$ cat src/rtl/shift_pkg.sv
// shift_pkg: operation codes and bit-reverse helper shared by shift_rot_pipe and its stages.
package shift_pkg;
  localparam logic [2:0] OP_SLL = 3'b000;
  localparam logic [2:0] OP_ROL = 3'b001;
  localparam logic [2:0] OP_SRL = 3'b010;
  localparam logic [2:0] OP_SRA = 3'b011;
  localparam logic [2:0] OP_ROR = 3'b100;
  function automatic logic [63:0] bit_rev(input logic [63:0] d, input int w);
    bit_rev = '0;
    for (int i = 0; i < w; i++) bit_rev[i] = d[w-1-i];
  endfunction
  function automatic logic is_right(input logic [2:0] op);
    return op == OP_SRL || op == OP_SRA || op == OP_ROR;
  endfunction
endpackage

$ cat src/rtl/shift_stage.sv
// shift_stage: one registered 2^K level of the left-shift datapath with load-on-advance handshake.
// Carry tracking is built only when SHIFT_FLAGS_EN is defined.
module shift_stage
  import shift_pkg::*;
#(
  parameter int WIDTH = 16,
  parameter int K = 0,
  localparam int SAW = $clog2(WIDTH),
  localparam int S = 1 << K
) (
  input  logic             clk,
  input  logic             rst_n,
  input  logic             adv,
  input  logic             in_valid,
  input  logic [WIDTH-1:0] in_data,
  input  logic [SAW-1:0]   in_amt,
  input  logic [2:0]       in_op,
  input  logic             in_fill,
`ifdef SHIFT_FLAGS_EN
  input  logic             in_carry,
  output logic             out_carry,
`endif
  output logic             out_valid,
  output logic [WIDTH-1:0] out_data,
  output logic [SAW-1:0]   out_amt,
  output logic [2:0]       out_op,
  output logic             out_fill
);
  logic do_sh;
  logic [WIDTH-1:0] shifted;
  // reserved op codes never shift, so they pass through with carry untouched (0)
  assign do_sh = in_amt[K] && in_op <= OP_ROR;
  assign shifted = {in_data[WIDTH-S-1:0],
                    (in_op == OP_ROL || in_op == OP_ROR) ? in_data[WIDTH-1:WIDTH-S] : {S{in_fill}}};
  always_ff @(posedge clk or negedge rst_n) begin
    if (!rst_n) begin
      out_valid <= 1'b0;
      out_data  <= '0;
      out_amt   <= '0;
      out_op    <= OP_SLL;
      out_fill  <= 1'b0;
`ifdef SHIFT_FLAGS_EN
      out_carry <= 1'b0;
`endif
    end else if (adv) begin
      out_valid <= in_valid;
      out_data  <= do_sh ? shifted : in_data;
      out_amt   <= in_amt;
      out_op    <= in_op;
      out_fill  <= in_fill;
`ifdef SHIFT_FLAGS_EN
      out_carry <= do_sh ? in_data[WIDTH-S] : in_carry;
`endif
    end
  end
endmodule

$ cat src/rtl/shift_rot_pipe.sv
// shift_rot_pipe: pipelined SLL/ROL/SRL/SRA/ROR unit, one registered level per shift-amount bit.
// Define SHIFT_FLAGS_EN to add the out_carry / out_zero flag outputs.
module shift_rot_pipe
  import shift_pkg::*;
#(
  parameter int WIDTH = 16,
  localparam int SAW = $clog2(WIDTH)
) (
  input  logic             clk,
  input  logic             rst_n,
  input  logic             in_valid,
  output logic             in_ready,
  input  logic [WIDTH-1:0] in_data,
  input  logic [SAW-1:0]   in_amt,
  input  logic [2:0]       in_op,
  output logic             out_valid,
  input  logic             out_ready,
`ifdef SHIFT_FLAGS_EN
  output logic             out_carry,
  output logic             out_zero,
`endif
  output logic [WIDTH-1:0] out_data
);
  logic [SAW:0] v_s;
  logic [SAW-1:0] adv;
  logic [WIDTH-1:0] data_s [SAW+1];
  logic [SAW-1:0] amt_s [SAW+1];
  logic [2:0] op_s [SAW+1];
  logic fill_s [SAW+1];
`ifdef SHIFT_FLAGS_EN
  logic carry_s [SAW+1];
  assign carry_s[0] = 1'b0;
`endif
  // right ops run through the left datapath on a bit-reversed operand
  assign v_s[0]    = in_valid;
  assign data_s[0] = is_right(in_op) ? WIDTH'(bit_rev(64'(in_data), WIDTH)) : in_data;
  assign amt_s[0]  = in_amt;
  assign op_s[0]   = in_op;
  assign fill_s[0] = in_op == OP_SRA && in_data[WIDTH-1];
  always_comb begin
    adv[SAW-1] = out_ready | ~v_s[SAW];
    for (int i = SAW - 2; i >= 0; i--) adv[i] = adv[i+1] | ~v_s[i+1];
  end
  assign in_ready = adv[0];
  for (genvar k = 0; k < SAW; k++) begin : g_stage
    shift_stage #(.WIDTH(WIDTH), .K(k)) u_stage (
      .clk      (clk),
      .rst_n    (rst_n),
      .adv      (adv[k]),
      .in_valid (v_s[k]),
      .in_data  (data_s[k]),
      .in_amt   (amt_s[k]),
      .in_op    (op_s[k]),
      .in_fill  (fill_s[k]),
`ifdef SHIFT_FLAGS_EN
      .in_carry (carry_s[k]),
      .out_carry(carry_s[k+1]),
`endif
      .out_valid(v_s[k+1]),
      .out_data (data_s[k+1]),
      .out_amt  (amt_s[k+1]),
      .out_op   (op_s[k+1]),
      .out_fill (fill_s[k+1])
    );
  end
  assign out_valid = v_s[SAW];
  assign out_data  = is_right(op_s[SAW]) ? WIDTH'(bit_rev(64'(data_s[SAW]), WIDTH)) : data_s[SAW];
`ifdef SHIFT_FLAGS_EN
  assign out_carry = v_s[SAW] & carry_s[SAW];
  assign out_zero  = v_s[SAW] & ~|data_s[SAW];
`endif
endmodule

$ cat config.mk
export PLATFORM = sky130hd
export DESIGN_NAME = shift_rot_pipe
export DESIGN_NICKNAME = d
export VERILOG_FILES = /design/src/rtl/shift_pkg.sv /design/src/rtl/shift_stage.sv /design/src/rtl/shift_rot_pipe.sv
export SDC_FILE = /design/constraint.sdc
export NUM_CORES = 1
export LEC_CHECK = 0
export ABC_AREA = 1
export CORE_MARGIN = 2
export CORE_UTILIZATION = 52
export DETAILED_ROUTE_END_ITERATION = 10
export PLACE_DENSITY_LB_ADDON = 0.15
export SLEW_MARGIN = 40
export SYNTH_ARGS = -nofsm -noshare
export SYNTH_HDL_FRONTEND = slang
export SYNTH_SLANG_ARGS = --single-unit
export TNS_END_PERCENT = 100
$ cat constraint.sdc
create_clock -name clk -period 1.5 [get_ports clk]
set_clock_uncertainty 0.05 [all_clocks]
set_input_delay 0.3 -clock clk [delete_from_list [all_inputs] [get_ports clk]]
set_output_delay 0.3 -clock clk [all_outputs]
set_load 0.05 [all_outputs]
==> summary.md <==
| Metric | Value |
|---|---|
| Total congestion overflow | `0` |
| Reg2reg end | `g_stage[1].u_stage.out_data[9]$_DFFE_PN0P_` |
| Slew @ Worst Pin | `approximately 0.62 ns` |
| Gr usage total | `between 20% and 30%` |
| First-pass GRT wire length | `around 17000 µm` |
| Vias | `4402` |
| Relative slew slack | `between 50% and 60%` |
| Final Max Tran Viols | `0` |
| Power, Total | `around 11 mW` |
| PD cells | `1700 nW/µm²` |
| I/O pins | `45` |
| Multi-input gate area | `between 2000 and 3000 µm²` |
| Final cell count without fillers | `~800` |
| Initial Util | `a little over half` |
| Commonest cells after routing, fill and taps aside | `198 x nand2_1, 88 x dfrtp_1, 50 x nor2_1` |
| CTS tree | `built` |
| Clock transition at the registers of the reported paths | `~0.08 ns` |
| Design area | `between 6000 and 7000 µm²` |
| Share of layout cells above drive strength 1 | `~28%` |
| Clock sink total | `~90` |
| Number of synthesized register bits | `between 80 and 90` |
| Core Area | `between 8000 and 9000 µm²` |
| RSZ-0062 raised after global routing | `yes` |
| Simple-gate portion of the synthesized area | `between 30% and 40%` |
| Post-placement cell area | `5690 µm²` |
| Fin crit period | `roughly 2.0 ns` |
| Largest net degree at the start of global routing | `42` |
| Synthesized cell area | `between 4000 and 5000 µm²` |
| CP endpoint kind | `primary output` |
| Final net count | `722` |
| Yosys top cell area share | `between 40 and 50%` |
| FF-to-FF Start | `g_stage[3].u_stage.out_valid$_DFFE_PN0P_` |
| Seq/Total Area, Yosys | `49.4%` |
| Max Fclk | `491 MHz` |
| Max Cap Viol | `0` |
| Leak | `approximately 3 nW` |
| Die height | `a little under 100 µm` |
| Status | `finished, violations left` |
| Syn Inst Count | `just over 600` |
| # fillers | `527` |
| Root buf cell | `clkbuf_8` |
| Cells after DPL | `roughly 760` |
| YS warnings | `0` |
| Final Hold Viols | `0` |
| Vias/cell | `5.48` |
| Peak VDD IR | `~0.83 mV` |
| R2R Setup Slk | `-0.18 ns` |
| Violated checks | `setup timing` |
| Seq. cell area | `about 2200 µm²` |
| Final Cycle Share | `136%` |
| Compound-Gate Fraction of Synth Area | `11.6%` |
| Die area | `approximately 9400 µm²` |
| Crit start category | `flop` |
| Hold Crit Start | `in_op[2]` |
| Commonest non-fill, non-tap cell in the layout | `nand2_1` |
| Largest family of logic cells by synthesized area | `simple AND/OR/NAND/NOR gates` |
| Endpoints failing setup | `49` |
| WL per Instance | `14.7 µm` |
| EDFF count, synth | `0` |
| Main synth FF type | `dfrtp_1` |
| Worst hold stages | `4` |
| Placer Congestion | `roughly 0.81` |
| Reg2reg path depth | `12` |
| Worst setup startpoint | `g_stage[3].u_stage.out_op[2]$_DFFE_PN0P_` |
| Rows | `33` |
| Mux contribution to synthesized area | `0%` |
| Hold slack | `about 0.32 ns` |
| Clock buffer depth | `2` |
| Post-Synth Adder-Cell Area | `0%` |
| Top post-synthesis cells by area | `dfrtp_1 49%, nand2_1 18%, nand3_1 6.6%` |
| Port Buffer Count | `44` |
| Hold Path Class | `in -> reg` |
| Skew-Pair Late Insertion Delay | `around 0.36 ns` |
| Antenna Cells | `0` |
| H-tree level count | `3` |
| Setup WS post-layout | `-0.538 ns` |
| DRT Pass-1 Iters | `6` |
| Die X | `slightly below 100 µm` |
| Num CTS Buffers | `9` |
| Async SR Flop Fraction | `between 90% and 100%` |
| Layout area overhead | `48.2%` |
| Routed WL | `between 10000 and 15000 µm` |
| DRC | `0` |
| Synth Area per Inst | `7.46 µm²` |
| Dpl ws | `-0.314 ns` |
| Initial antenna violation count | `0` |
| Initial drt markers | `between 200 and 250` |
| Antenna Nets Post-Route | `0` |
| Post-DP HPWL | `approximately 7300 µm` |
| Hold endpoint | `g_stage[0].u_stage.out_op[2]$_DFFE_PN0P_` |
| Path type of the worst setup path | `reg -> out` |
| Crit-path max FO | `5` |
| Synth unique cells | `26` |
| Yosys top cell by area | `dfrtp_1` |
| WP data required | `about 1.2 ns` |
| Syn_nets | `about 630` |
| Vias in the first global route | `between 4000 and 5000` |
| Post-Synth XOR/XNOR Area | `0%` |
| WP data arrival | `around 1.7 ns` |
## through the flow
step,util [%],TNS (ns)
after global routing,80.5,-15.52
after detailed placement,68.6,-18.33
after CTS,73.4,-8.28
after global placement,68.6,-15.93
final,80.5,-11.85
after floorplan,-,-2.93
## cell type report
cell class | count | share of cell area (%)
clock buffers | 12 | 2.32
clock inverters | 3 | 0.600
inverters | 40 | 2.66
multi-input cells | 451 | 39.4
flip-flops and latches | 89 | 33.4
well taps | 105 | 1.97
repair buffers | 103 | 19.6
repair inverters | 1 | 0.0749
## what timing repair did
| item | 4_1_cts | 5_1_grt |
|---|---|---|
| cloned | 2 | 6 |
| buffers inserted | 7 | 12 |
| endpoints found under the setup margin | 29 | 75 |
| pin swaps | 5 | 18 |
| hold buffers | 1 | 0 |
| resized for setup | 30 | 103 |
| hold endpoints to repair | 26 | 0 |
## routing by layer
| metal | vias up | global-route usage, % | part of all wire, % |
|---|---|---|---|
| met2 | 147 | 41.9 | 56 |
| li1 | 2148 | - | - |
| met1 | 2090 | 24.6 | 39 |
| met4 | 0 | 8.13 | 1.4 |
| met5 | - | 0 | 0 |
| met3 | 17 | 4.89 | 4.1 |
## flip-flops by register name, indices dropped and copies added (netlist names)
register and cells:
g_stage.u_stage.out_data 64, g_stage.u_stage.out_op 12, g_stage.u_stage.out_amt 6, g_stage.u_stage.out_valid 4
g_stage.u_stage.out_fill 3
## logic make-up after synthesis
logic type,after synthesis
compound gates,93
buf+inv,66
flops,89
simple gates,356
## cell usage after synthesis (2+ instances only)
cell type,instances
nand2_1,213
nor2_1,73
dfrtp_1,89
buf_4,2
inv_2,4
nand3_1,59
clkbuf_1,11
nand2_4,2
a21oi_1,12
a31oi_1,34
inv_1,34
o21ai_1,13
o21ai_0,32
buf_2,10
buf_6,2
or2_2,3
nor2_4,2
## where the power goes
group	total [mW]	switching [mW]	internal [mW]
logic	5.99	3.28	2.71
registers	3.71	0.669	3.04
clock network	1.63	0.784	0.847
total	11.3	4.73	6.60
## worst max path at each step
stage,endpoint,slack [ns],cells past startpoint
after CTS,out_data[13],-0.53,8
after global placement,in_ready,-0.30,6
final,out_data[10],-0.54,7
after global routing,out_data[10],-0.63,8
after floorplan,in_ready,-0.13,6
after detailed placement,in_ready,-0.31,6
## worst max-delay path, cell delays in order, from the launching register on
cell	delay, ns
dfrtp_1	0.44
nand2_2	0.10
o21ai_4	0.08
buf_4	0.15
buf_12	0.13
buf_12	0.12
a21oi_4	0.16
buf_12	0.15
Note: power is estimated with default switching activity, not from simulation.
